==> src/rtl/spi_shared_master.sv <==
// Round-robin sequencing SPI master (mode 0) for the shared board SPI bus.
// One complete transaction runs at a time; request fields are latched at grant.
module spi_shared_master #(
   parameter int NREQ   = 2,
   parameter int NSLAVE = 9,
   parameter int WIDTH  = 32,
   parameter int CLKDIV = 2
) (
   input  logic                     clk,
   input  logic                     rst_n,
   input  logic [NREQ-1:0]          req,
   input  logic [NREQ*NSLAVE-1:0]   req_ss,
   input  logic [NREQ*6-1:0]        req_len,
   input  logic [NREQ*WIDTH-1:0]    req_data,
   output logic [NREQ-1:0]          gnt,
   output logic [NREQ-1:0]          done,
   output logic [WIDTH-1:0]         rdata,
   output logic                     busy,
   output logic [NSLAVE-1:0]        sen,
   output logic                     sclk,
   output logic                     mosi,
   input  logic                     miso
);

   localparam int PW = (NREQ > 1) ? $clog2(NREQ) : 1;
   localparam int LW = $clog2(WIDTH + 1);
   localparam int CW = $clog2(2 * CLKDIV + 1);

   typedef enum logic [2:0] {IDLE, SETUP, SHIFT_LO, SHIFT_HI, HOLD, DONE} state_t;

   state_t            state, state_nxt;
   logic [PW-1:0]     sel, next_pri, arb_sel;
   logic              arb_hit;
   logic [NSLAVE-1:0] ss_q;
   logic [WIDTH-1:0]  tx_sh, rx_sh;
   logic [LW-1:0]     bits_left, len_eff, sh_amt;
   logic [CW-1:0]     div_cnt, phase_len;
   logic              phase_last;
   logic [5:0]        len_sel;

   logic [NSLAVE-1:0] ss_arr   [NREQ];
   logic [5:0]        len_arr  [NREQ];
   logic [WIDTH-1:0]  data_arr [NREQ];

   for (genvar g = 0; g < NREQ; g++) begin : g_unpack
      assign ss_arr[g]   = req_ss[g*NSLAVE +: NSLAVE];
      assign len_arr[g]  = req_len[g*6 +: 6];
      assign data_arr[g] = req_data[g*WIDTH +: WIDTH];
   end

   // Pick the pending requester closest (cyclically) to the priority pointer.
   always_comb begin : p_arb
      int d;
      int best;
      d       = 0;
      best    = NREQ;
      arb_sel = '0;
      arb_hit = |req;
      for (int i = 0; i < NREQ; i++) begin
         if (req[i]) begin
            d = i - int'(next_pri);
            if (d < 0) d = d + NREQ;
            if (d < best) begin
               best    = d;
               arb_sel = PW'(i);
            end
         end
      end
   end

   // A length of zero (or beyond WIDTH) means a full-width transfer.
   assign len_sel = len_arr[arb_sel];
   always_comb begin
      len_eff = LW'(WIDTH);
      if (len_sel != '0 && 32'(len_sel) <= 32'(WIDTH)) len_eff = LW'(len_sel);
   end
   assign sh_amt = LW'(WIDTH) - len_eff;

   // HOLD spans the low half of the final bit plus the enable hold time.
   assign phase_len  = (state == HOLD) ? CW'(2 * CLKDIV) : CW'(CLKDIV);
   assign phase_last = (div_cnt == phase_len - 1'b1);

   always_ff @(posedge clk or negedge rst_n) begin
      if (!rst_n) state <= IDLE;
      else        state <= state_nxt;
   end

   always_comb begin
      state_nxt = state;
      case (state)
         IDLE:     if (arb_hit) state_nxt = SETUP;
         SETUP:    if (phase_last) state_nxt = SHIFT_HI;
         SHIFT_HI: if (phase_last) state_nxt = (bits_left == '0) ? HOLD : SHIFT_LO;
         SHIFT_LO: if (phase_last) state_nxt = SHIFT_HI;
         HOLD:     if (phase_last) state_nxt = DONE;
         DONE:     state_nxt = IDLE;
         default:  state_nxt = IDLE;
      endcase
   end

   always_comb begin
      gnt  = '0;
      done = '0;
      busy = 1'b0;
      sen  = '1;
      sclk = 1'b0;
      mosi = 1'b0;
      case (state)
         SETUP, SHIFT_LO, SHIFT_HI, HOLD: begin
            busy = 1'b1;
            gnt  = NREQ'(1) << sel;
            sen  = ~ss_q;
            sclk = (state == SHIFT_HI);
            mosi = tx_sh[WIDTH-1];
         end
         DONE:    done = NREQ'(1) << sel;
         default: ;
      endcase
   end

   always_ff @(posedge clk or negedge rst_n) begin
      if (!rst_n) begin
         sel       <= '0;
         next_pri  <= '0;
         ss_q      <= '0;
         tx_sh     <= '0;
         rx_sh     <= '0;
         bits_left <= '0;
         div_cnt   <= '0;
         rdata     <= '0;
      end else begin
         div_cnt <= (state_nxt != state || state == IDLE) ? '0 : div_cnt + 1'b1;
         case (state)
            IDLE: if (arb_hit) begin
               sel       <= arb_sel;
               ss_q      <= ss_arr[arb_sel];
               tx_sh     <= data_arr[arb_sel] << sh_amt;
               rx_sh     <= '0;
               bits_left <= len_eff;
            end
            // miso is captured on the edge that raises sclk
            SETUP, SHIFT_LO: if (phase_last) begin
               rx_sh     <= {rx_sh[WIDTH-2:0], miso};
               bits_left <= bits_left - 1'b1;
            end
            SHIFT_HI: if (phase_last && bits_left != '0) tx_sh <= tx_sh << 1;
            HOLD:     if (phase_last) rdata <= rx_sh;
            DONE: begin
               if (sel == PW'(NREQ - 1)) next_pri <= '0;
               else                      next_pri <= sel + 1'b1;
            end
            default: ;
         endcase
      end
   end

endmodule
==> config.mk <==
export PLATFORM = sky130hd
export DESIGN_NAME = spi_shared_master
export DESIGN_NICKNAME = d
export VERILOG_FILES = /design/src/rtl/spi_shared_master.sv
export SDC_FILE = /design/constraint.sdc
export NUM_CORES = 1
export LEC_CHECK = 0
export CELL_PAD_IN_SITES_DETAIL_PLACEMENT = 1
export CELL_PAD_IN_SITES_GLOBAL_PLACEMENT = 1
export CORE_ASPECT_RATIO = 0.75
export CORE_MARGIN = 4
export CORE_UTILIZATION = 36
export DETAILED_ROUTE_END_ITERATION = 6
export PLACE_DENSITY_LB_ADDON = 0.12
export SLEW_MARGIN = 25
export SYNTH_ARGS = -nofsm -noshare
export SYNTH_HDL_FRONTEND = slang
export SYNTH_SLANG_ARGS = --single-unit
export TNS_END_PERCENT = 100
==> constraint.sdc <==
create_clock -name clk -period 3.62 [get_ports clk]
set_input_delay 0.724 -clock clk [delete_from_list [all_inputs] [get_ports clk]]
set_output_delay 0.724 -clock clk [all_outputs]
set_load 0.02 [all_outputs]
==> results of run 1 <==
-- where the power goes --
group / leakage (nW) / switching (mW) / total (mW) / internal, mW
sequential: 1.53 / 0.235 / 1.89 / 1.65
clock: 0.300 / 0.690 / 1.81 / 1.12
combinational: 2.84 / 1.55 / 2.67 / 1.12
total: 4.68 / 2.47 / 6.36 / 3.89
-- logic make-up (layout without fill, tap and decap cells) --
family | after synthesis | count (layout) | share of synthesized area
simple gates | 324 | 324 | 0.1878
buf+inv | 75 | 275 | 0.04010
flops | 119 | 119 | 0.3927
mux | 138 | 138 | 0.1894
xor+xnor | 6 | 6 | 0.01188
fa+ha+maj | 4 | 4 | 0.006601
compound gates | 192 | 192 | 0.1715
-- metrics by stage --
step           power, mW  instances  area (um^2)  worst slack [ns]
6_report           6.365       1340        10560            0.2343
4_1_cts            6.403       1340        10560            0.1802
5_1_grt            6.767       1340        10560           0.02796
2_1_floorplan      3.467        858         7652          0.002976
3_3_place_gp       4.479       1308         9930          -0.08373
3_5_place_dp       4.545       1308         9930           -0.2117
-- registers in the layout, indices dropped and copies added (netlist names) --
| name | flops |
|---|---|
| div_cnt | 3 |
| state | 3 |
| ss_q | 9 |
| rx_sh | 32 |
| rdata | 32 |
| next_pri | 1 |
| bits_left | 6 |
| sel | 1 |
| tx_sh | 32 |
-- final timing paths --
check | startpoint | to | depth (start not counted)
worst max-delay path | req[0] | tx_sh[18] | 16
min in group clk | div_cnt[0] | div_cnt[0] | 1
worst min-delay path | rst_n | rdata[14] | 1
max in group asynchronous | rst_n | ss_q[0] | 2
worst max register to register | next_pri | tx_sh[18] | 15
worst min register to register | div_cnt[0] | div_cnt[0] | 1
-- area by class of cell --
type / instances / area share
well taps: 282 / 0.03341
multi-input cells: 664 / 0.4139
inverters: 11 / 0.003909
flip-flops and latches: 119 / 0.2820
clock inverters: 14 / 0.01765
clock buffers: 18 / 0.04158
repair buffers: 232 / 0.2076
-- routing by layer --
layer  GRT usage  up-vias  part of all wire
met1      0.3072     3527              0.49
met5           0        -                 0
met2      0.3180      183              0.44
li1            -     3448                 -
met3     0.04738       26             0.054
met4     0.04069        0            0.0099
-- cell usage after synthesis (all sizes together), types with 11 or more instances --
cell,n,area share
a21oi,37,0.026
buf,17,0.011
a31oi,29,0.026
inv,11,0.0054
mux2i,97,0.13
o21ai,51,0.034
clkbuf,47,0.023
nand2,188,0.093
a221oi,18,0.022
nor2,63,0.032
mux2,41,0.061
and3,24,0.020
dfrtp,119,0.39
==> summary.md, run 1 <==
| Metric | Value |
|---|---|
| Run status | complete, no violations |
| CTS Hold Buffers Added | 0 |
| Wirelength per Cell | 18.40 um |
| Crit path time final | 3.386 ns |
| CTS Sinks | 119 |
| CP required | ~4 ns |
| Crit-path max FO | 9 |
| Layout Area Growth over Synthesis | 39.29% |
| Largest net degree at the start of global routing | 69 |
| FF-to-FF setup slack | 0.55 ns |
| Rel. slew slack | 0.5197 |
| Cts bufs inserted | 17 |
| GRT Resource Usage Total | 0.2092 |
| Vias | 7184 |
| Worst-Margin Slew | just over 0.7 ns |
| Top_reg_cell synth | dfrtp_1 |
| Fin. max-slew vios | 0 |
| I/O Buffers | 146 |
| Fin util | 0.5153 |
| Slowest-stage cell, CP | clkdlybuf4s50_1 |
| Clk root buf | clkbuf_16 |
| CTS H-Tree Depth | 4 |
| CP startpoint kind | primary input |
| Most frequent cells in the layout | nand2_1, clkdlybuf4s50_1, dfrtp_1 |
| Netlist cell types | 65 |
| Post-route ant nets | 0 |
| Async SR Flop Fraction | 1.000 |
| RSZ-0062 raised after global routing | no |
| Total Nets Final | 1148 |
| Seq cells post-synth | 119 |
| Peak VDD IR | 0.0003887 V |
| Initial DRC count | between 700 and 800 |
| Routed Wire Length | around 25000 um |
| First-pass GRT wire length | roughly 40000 um |
| Drt pass-1 iters | 5 |
| WHS | around 0.35 ns |
| P_leak | roughly 4.7 nW |
| Commonest non-fill, non-tap cell in the layout | nand2_1 |
| Critical Path AT | 3.69 ns |
| Max-cap viol count | 0 |
| Initial Util | 0.3700 |
| Register area share after synthesis | 0.3927 |
| Core Region | just over 20000 um^2 |
| Post-CTS Setup Bufs | 0 |
| Mapped Cells | 858 |
| Die area | 23470 um^2 |
| Multi-input gate area | about 4400 um^2 |
| Diode count | 0 |
| Hold/Removal Path Class | in2async |
| Post-synth EDFFs | 0 |
| FP Rows | 45 |
| Worst skew pair latency | approximately 0.42 ns |
| Die Wd | about 180 um |
| Final Setup Violations | 0 |
| Setup Skew | 0.01027 ns |
| Worst path bufs/invs | 2 |
| Power density over the cells | 602.7 nW/um^2 |
| Vias in the first global route | 7427 |
| Fin crit share | 0.9353 |
| Setup TNS | 0 ns |
| Filler Cells Inserted | 2381 |
| Vias per cell | about 5.4 |
| Storage element area | 2978 um^2 |
| Worst path max stage delay | ~0.5 ns |
| Cts repair resizes | 0 |
| Share of layout cells above drive strength 1 | 0.1796 |
| Fmax | 0.2954 GHz |
| Post-synthesis cell area | 7582 um^2 |
| Initial antenna violation count | 0 |
| Delay-heaviest family, CP | compound AO/OA/AOI/OAI gates |
| Synthesized area per cell | ~9 um^2 |
| CP most frequent cell | a211oi_2 |
| Crit path cell chain | clkdlybuf4s50_1 -> nand2b_2 -> nand2_2 -> nor2_1 -> a21oi_1 -> ha_2 -> nand4bb_1 -> a211oi_2 -> a211oi_2 -> a21oi_2 -> a211oi_2 -> and2_1 -> buf_4 -> a221oi_1 -> o211ai_1 -> o21a_1 |
| Placer congestion estimate | 0.8650 |
| Syn_nets | around 960 |
| Critical Path End Type | register |
| CTS tree | yes |
| Reg clk slew, reported paths | 0.06 ns |
| IO Count | approximately 150 |
| YS warnings | 0 |
| GRT overflow | 0 |
| DP HPWL | approximately 18000 um |
| DRC viols | 0 |
| Clock Tree Buf Depth | 2 |
| Final Hold Vio Count | 0 |
| Die Y | 133.7 um |
| Crit path kind | in2reg |
Power figures use the tool's default switching activity.
==> run 2, diff against run 1 <==
--- a/config.mk
+++ b/config.mk
@@ -7,8 +7,7 @@
 export LEC_CHECK = 0
 export CELL_PAD_IN_SITES_DETAIL_PLACEMENT = 1
 export CELL_PAD_IN_SITES_GLOBAL_PLACEMENT = 1
-export CORE_ASPECT_RATIO = 0.75
-export CORE_MARGIN = 4
+export CORE_ASPECT_RATIO = 1.4
 export CORE_UTILIZATION = 36
 export DETAILED_ROUTE_END_ITERATION = 6
 export PLACE_DENSITY_LB_ADDON = 0.12
==> run 2 against run 1 <==
- final area is 0.38% lower
- total power is 2.3% lower
- die area is 7.7% lower
- combinational power hardly changed
- sequential cell count stayed put
- register-to-register slack better by 0.12 ns
- routed wire length is 5.2% lower
- sequential share of layout area is 0.11 points higher
- clock skew is 0.0039 ns higher
- clock power is 7% lower
- non-clock buffer count is 6 higher
- maximum frequency is 2.4% higher
- largest cell class unchanged
==> summary.md, run 2 (synthesis gave the netlist of run 1 again) <==
| Metric | Value |
|---|---|
| Run status | complete, no violations (unchanged) |
| Most frequent cells in the layout | nand2_1, clkdlybuf4s50_1, dfrtp_1 (unchanged) |
| Initial antenna violation count | 0 (unchanged) |
| Post-layout power | 6.221 mW (was 6.365 mW) |
| Sw Ratio | 0.3837 (was 0.3886) |
| Combinational cell fraction of total power | 0.427 (was 0.419) |
| Vias in the first global route | 7693 (was 7427) |
| Regs by FF count | rdata: 32 flops, rx_sh: 32 flops, tx_sh: 32 flops (unchanged) |
| Fin crit share | 0.9135 (was 0.9353) |
| Clock Tree Buf Depth | 2 (unchanged) |
| Rel. slew slack | 0.4797 (was 0.5197) |
| Sw power | 2.387 mW (was 2.473 mW) |
| Crit-path max FO | 6 (was 9) |
| Vias per cell | 5.395 (was 5.361) |
| Total Nets Final | 1154 (was 1148) |
| Initial Util | 0.3688 (was 0.3700) |
| Initial DRC count | 289 (was 712) |
| Critical Path End Type | register (unchanged) |
| Worst r2r src | next_pri (unchanged) |
| Clock group share of total power | 0.271 (was 0.284) |
| Max-cap viol count | 0 (unchanged) |
| Crit path cell chain | clkdlybuf4s50_1 -> nor4_1 -> and2b_1 -> mux2i_2 -> a21oi_4 -> xnor2_4 -> buf_4 -> mux2i_1 -> mux2_2 -> a221oi_1 -> nor2_1 (was clkdlybuf4s50_1 -> nand2b_2 -> nand2_2 -> nor2_1 -> a21oi_1 -> ha_2 -> nand4bb_1 -> a211oi_2 -> a211oi_2 -> a21oi_2 -> a211oi_2 -> and2_1 -> buf_4 -> a221oi_1 -> o211ai_1 -> o21a_1) |
| Share of layout cells above drive strength 1 | 0.1823 (was 0.1796) |
| DRC viols | 0 (unchanged) |
| Drt pass-1 iters | 4 (was 5) |
| Core Region | 20560 um^2 (was 20490 um^2) |
| Non-filler cells, final | 1320 (was 1340) |
| GRT Resource Usage Total | 0.2245 (was 0.2092) |
| Clk root buf | clkbuf_16 (unchanged) |
| Vias | 7121 (was 7184) |
| Placed inst area | 9907 um^2 (was 9930 um^2) |
| Cts repair resizes | 0 (unchanged) |
| Routed Wire Length | 23380 um (was 24660 um) |
| WHS | 0.2740 ns (was 0.3524 ns) |
| CP startpoint kind | primary input (unchanged) |
| Worst skew pair latency | 0.41 ns (was 0.42 ns) |
| Die Y | 173.7 um (was 133.7 um) |
| CTS Sinks | 119 (unchanged) |
| RSZ-0062 raised after global routing | no (unchanged) |
| Cts bufs inserted | 17 (unchanged) |
| Crit path time final | 3.307 ns (was 3.386 ns) |
| GRT overflow | 0 (unchanged) |
| Critical Path AT | 3.59 ns (was 3.69 ns) |
| FF-to-FF setup slack | 0.67 ns (was 0.55 ns) |
| Seq pwr share | 0.302 (was 0.297) |
| Int Pwr | 3.834 mW (was 3.892 mW) |
| Fin util | 0.5118 (was 0.5153) |
| Setup Skew | 0.01420 ns (was 0.01027 ns) |
| CTS tree | yes (unchanged) |
| Wirelength per Cell | 17.71 um (was 18.40 um) |
| P_leak | 4.684 nW (was 4.677 nW) |
| CP required | 3.91 ns (was 3.93 ns) |
| Hold/Removal Path Class | in2async (unchanged) |
| Post-route ant nets | 0 (unchanged) |
| Worst r2r dst | tx_sh[19] (was tx_sh[18]) |
| Worst path bufs/invs | 2 (unchanged) |
| DP HPWL | 17730 um (was 18200 um) |
| I/O Buffers | 146 (unchanged) |
| Die area | 21650 um^2 (was 23470 um^2) |
| Worst-Margin Slew | 0.7779 ns (was 0.7204 ns) |
| Placer congestion estimate | 0.8305 (was 0.8650) |
| IO Count | 147 (unchanged) |
| Placed insts | 1285 (was 1308) |
| Peak VDD IR | 0.0003611 V (was 0.0003887 V) |
| Register-to-Register Path Depth | 14 (was 15) |
| CTS H-Tree Depth | 4 (unchanged) |
| Power density over the cells | 591.2 nW/um^2 (was 602.7 nW/um^2) |
| Commonest non-fill, non-tap cell in the layout | nand2_1 (unchanged) |
| Fin. max-slew vios | 0 (unchanged) |
| Final Setup Violations | 0 (unchanged) |
| Delay-heaviest family, CP | multiplexers (was compound AO/OA/AOI/OAI gates) |
| Filler Cells Inserted | 2389 (was 2381) |
| Fmax | 0.3024 GHz (was 0.2954 GHz) |
| Finished Cell Area | 10520 um^2 (was 10560 um^2) |
| Slowest-stage cell, CP | clkdlybuf4s50_1 (unchanged) |
| Final Hold Vio Count | 0 (unchanged) |
| Reg clk slew, reported paths | 0.06 ns (about the same) |
| Largest net degree at the start of global routing | 85 (was 69) |
| FP Rows | 62 (was 45) |
| Diode count | 0 (unchanged) |
| First-pass GRT wire length | 39460 um (was 40310 um) |
| Die Wd | 124.7 um (was 175.6 um) |
| Worst path max stage delay | 0.47 ns (was 0.50 ns) |
| Crit path kind | in2reg (unchanged) |
| Layout Area Growth over Synthesis | 38.76% (was 39.29%) |
## run 2: cell count changes in the layout (fill, tap and decap cells not counted), sizes merged
| cell | before | now |
|---|---|---|
| clkinv | 4 | 3 |
| inv | 16 | 18 |
| bufinv | 3 | 2 |
| buf | 87 | 93 |
## run 2: metal layers
layer,vias up,wire length [um],global-route usage
met3,35,1052,0.04537
met5,-,0,0
met1,3471,9581,0.2521
met4,0,724,0.09388
li1,3442,-,-
met2,173,12020,0.4086
## run 2: power by group through the flow
stage	combinational, mW	clock (mW)	sequential, mW
floorplan	1.66	0	1.81
global placement	2.62	0	1.90
detailed placement	2.66	0	1.91
CTS	2.68	1.73	1.88
global route	2.93	1.78	1.93
finish	2.66	1.68	1.88
## run 2: metrics by stage
| stage | TNS, ns | worst slack, ns |
|---|---|---|
| 2_1_floorplan | 0 | 0.002976 |
| 3_3_place_gp | -0.1340 | -0.03945 |
| 3_5_place_dp | -0.7368 | -0.08910 |
| 4_1_cts | 0 | 0.3293 |
| 5_1_grt | 0 | 0.01212 |
| 6_report | 0 | 0.3132 |
## run 2: how the worst max path moves through the flow
stage,slack (ns),start,cells past startpoint,endpoint
floorplan,0.003,req[1],17,tx_sh[31]
global placement,-0.04,req_len[6],11,tx_sh[29]
detailed placement,-0.09,req_len[6],10,tx_sh[23]
CTS,0.33,req_len[6],10,tx_sh[15]
global route,0.01,req[0],13,tx_sh[29]
finish,0.31,req_len[6],11,tx_sh[15]
## run 2: area by class of cell
cell class / instances / area [um^2] / share of cell area
Timing Repair Buffer: 238 / 2225 / 0.2114
Clock buffer: 18 / 429.2 / 0.04079
Clock inverter: 14 / 162.7 / 0.01546
Inverter: 11 / 41.29 / 0.003924
Tap cell: 256 / 320.3 / 0.03044
Sequential cell: 119 / 2978 / 0.2830
Multi-Input combinational cell: 664 / 4365 / 0.4149
## run 2: timing repair
item,4_1_cts,5_1_grt
setup endpoints to repair,0,1
hold buffers,0,0
buffers inserted,0,3
## run 2: worst register-to-register path: stages, from the launching register on
cell and delay [ns]:
dfrtp_1 0.39, nand2b_2 0.19, nand2_2 0.12, nor3b_2 0.06, a31oi_1 0.21, ha_2 0.24
nand4bb_1 0.12, a211oi_2 0.26, a211oi_2 0.08, a211oi_1 0.26, a21o_1 0.13, and2_1 0.24
nand2_1 0.20, o21ai_0 0.23, o22a_1 0.17
==> run 3, diff against run 2 <==
--- a/config.mk
+++ b/config.mk
@@ -10,6 +10,8 @@
 export CORE_ASPECT_RATIO = 1.4
 export CORE_UTILIZATION = 36
 export DETAILED_ROUTE_END_ITERATION = 6
+export GPL_ROUTABILITY_DRIVEN = 0
+export GPL_TIMING_DRIVEN = 0
 export PLACE_DENSITY_LB_ADDON = 0.12
 export SLEW_MARGIN = 25
 export SYNTH_ARGS = -nofsm -noshare
==> run 3 against run 2 <==
- final cell count shrank 0.98%
- worst hold slack lost 0.089 ns
- combinational power grew 4%
- critical endpoint is now tx_sh[31]
- non-clock buffer count shrank 13
- largest power group unchanged
- largest cell class unchanged
==> summary.md, run 3 (synthesis gave the netlist of run 1 again) <==
| Metric | Value |
|---|---|
| GRT Resource Usage Total | 0.2375 (was 0.2245) |
| P_leak | 4.530 nW (was 4.684 nW) |
| IO Count | 147 (unchanged) |
| CP most frequent cell | a211oi_2 |
| Clock group share of total power | 0.266 (was 0.271) |
| Layout Area Growth over Synthesis | 38.55% (was 38.76%) |
| Placed insts | 1260 (was 1285) |
| Post-Place Worst Slack | -1.732 ns (was -0.08910 ns) |
| Vias in the first global route | 7776 (was 7693) |
| DRC viols | 0 (unchanged) |
| Filler Cells Inserted | 2358 (was 2389) |
| Clk root buf | clkbuf_16 (unchanged) |
| Vias | 7205 (was 7121) |
| Critical Path End Type | register (unchanged) |
| Critical Path AT | 3.83 ns (was 3.59 ns) |
| Crit path time final | 3.542 ns (was 3.307 ns) |
| Total Nets Final | 1141 (was 1154) |
| CP startpoint kind | primary input (unchanged) |
| Reg clk slew, reported paths | 0.06 ns (about the same) |
| Clock Tree Buf Depth | 2 (unchanged) |
| Combinational cell fraction of total power | 0.439 (was 0.427) |
| Wirelength per Cell | 19.43 um (was 17.71 um) |
| Most frequent cells in the layout | nand2_1, clkdlybuf4s50_1, dfrtp_1 (unchanged) |
| Sw Ratio | 0.3936 (was 0.3837) |
| CTS Sinks | 119 (unchanged) |
| Fin util | 0.5110 (was 0.5118) |
| Max-cap viol count | 0 (unchanged) |
| DP HPWL | 19200 um (was 17730 um) |
| CP required | 3.91 ns (about the same) |
| Non-filler cells, final | 1307 (was 1320) |
| Crit-path max FO | 10 (was 6) |
| Die Wd | 124.7 um (unchanged) |
| Die area | 21650 um^2 (unchanged) |
| RSZ-0062 raised after global routing | yes (was no) |
| CTS Hold Buffers Added | 0 (unchanged) |
| Final Hold Vio Count | 0 (unchanged) |
| CTS H-Tree Depth | 4 (unchanged) |
| Cts bufs inserted | 17 (unchanged) |
| Fin crit share | 0.9785 (was 0.9135) |
| Post-layout power | 6.294 mW (was 6.221 mW) |
| Crit path cell chain | clkdlybuf4s50_1 -> nor2b_1 -> clkbuf_2 -> clkbuf_8 -> a21oi_4 -> ha_4 -> nand4bb_1 -> a211oi_2 -> a211oi_2 -> a211oi_1 -> a21o_2 -> and2_4 -> a221o_1 -> o32a_1 (was clkdlybuf4s50_1 -> nor4_1 -> and2b_1 -> mux2i_2 -> a21oi_4 -> xnor2_4 -> buf_4 -> mux2i_1 -> mux2_2 -> a221oi_1 -> nor2_1) |
| Regs by FF count | rdata: 32 flops, rx_sh: 32 flops, tx_sh: 32 flops (unchanged) |
| Seq pwr share | 0.296 (was 0.302) |
| Hold/Removal Path Class | in2async (unchanged) |
| Slowest-stage cell, CP | clkdlybuf4s50_1 (unchanged) |
| I/O Buffers | 145 (was 146) |
| Crit path kind | in2reg (unchanged) |
| Drt pass-1 iters | 6 (was 4) |
| Peak VDD IR | 0.0003007 V (was 0.0003611 V) |
| Worst-Margin Slew | 0.7969 ns (was 0.7779 ns) |
| Initial antenna violation count | 0 (unchanged) |
| First-pass GRT wire length | 41280 um (was 39460 um) |
| Worst skew pair latency | 0.41 ns (about the same) |
| Worst path max stage delay | 0.57 ns (was 0.47 ns) |
| Diode count | 0 (unchanged) |
| Sw power | 2.478 mW (was 2.387 mW) |
| Post-route ant nets | 0 (unchanged) |
| Initial DRC count | 230 (was 289) |
| Share of layout cells above drive strength 1 | 0.1722 (was 0.1823) |
| Run status | complete, no violations (unchanged) |
| Commonest non-fill, non-tap cell in the layout | nand2_1 (unchanged) |
| Die Y | 173.7 um (unchanged) |
| Final Worst Setup Slack | 0.07797 ns (was 0.3132 ns) |
| Multi-input gate area | 4582 um^2 (was 4365 um^2) |
| Initial Util | 0.3688 (unchanged) |
| Setup TNS | 0 ns (unchanged) |
| Routed Wire Length | 25390 um (was 23380 um) |
| Storage element area | 2978 um^2 (unchanged) |
| Core Region | 20560 um^2 (unchanged) |
| Fmax | 0.2823 GHz (was 0.3024 GHz) |
| Largest net degree at the start of global routing | 81 (was 85) |
| Fin. max-slew vios | 0 (unchanged) |
| FP Rows | 62 (unchanged) |
| Rel. slew slack | 0.4663 (was 0.4797) |
| Final Setup Violations | 0 (unchanged) |
| Vias per cell | 5.513 (was 5.395) |
| CTS tree | yes (unchanged) |
| Power density over the cells | 599.2 nW/um^2 (was 591.2 nW/um^2) |
| Int Pwr | 3.817 mW (was 3.834 mW) |
| Setup Skew | 0.007364 ns (was 0.01420 ns) |
| GRT overflow | 0 (unchanged) |
run 3: changes by cell type in the layout (fill, tap and decap cells not counted), moves of 4 or more:
cell / delta
buf_8: +4
buf_2: +7
clkbuf_1: +31
mux2i_1: -17
buf_4: -68
mux2i_2: +14
clkbuf_2: +9
run 3: per-layer routing:
metal  share of wire  vias to the layer above  global-route usage
li1                -                     3424                   -
met1            0.40                     3544              0.2654
met2            0.52                      184              0.4388
met3           0.040                       53             0.04228
met4           0.036                        0             0.09789
met5               0                        -                   0
run 3: power by group through the flow:
stage,Clock [mW],Combinational [mW],Sequential (mW)
after floorplan,0,1.66,1.81
after global routing,1.76,3.03,1.90
after detailed placement,0,2.55,1.88
after global placement,0,2.51,1.86
after CTS,1.71,2.67,1.86
final,1.67,2.76,1.86
run 3: timing repair:
action	CTS	global route
buffers inserted	9	9
resized for setup	48	42
gates cloned	0	0
pin swaps	6	10
endpoints found under the setup margin	33	39
run 3: final timing paths:
check,endpoint,slack (ns),from,cells past startpoint
min in group clk,tx_sh[0],0.47,tx_sh[0],2
max,tx_sh[31],0.08,req_len[0],14
max in group asynchronous,tx_sh[22],2.73,rst_n,2
max reg2reg,tx_sh[31],0.29,next_pri,16
min,rdata[23],0.18,rst_n,1
min reg2reg,tx_sh[0],0.47,tx_sh[0],2
run 3: final cells by class:
| type | instances | share of cell area |
|---|---|---|
| Buffer | 61 | 0.03359 |
| Clock buffer | 19 | 0.04216 |
| Clock inverter | 13 | 0.01394 |
| Inverter | 11 | 0.003930 |
| Multi-Input combinational cell | 664 | 0.4362 |
| Sequential cell | 119 | 0.2835 |
| Tap cell | 256 | 0.03049 |
| Timing Repair Buffer | 164 | 0.1563 |
run 3: per-stage QoR:
step	area (um^2)	hold WS, ns
after floorplan	7652	0.4222
after global placement	9424	0.4517
after detailed placement	9457	0.4619
after CTS	10300	0.1906
after global routing	10510	0.2016
final	10510	0.1849
run 3: worst max-delay path, delay by kind of cell:
family,cells,cell delay [ns]
and+or+nand+nor,3,0.46
buffers and inverters,3,1.02
adders and majority gates,1,0.18
AOI/OAI and AO/OA,7,1.41
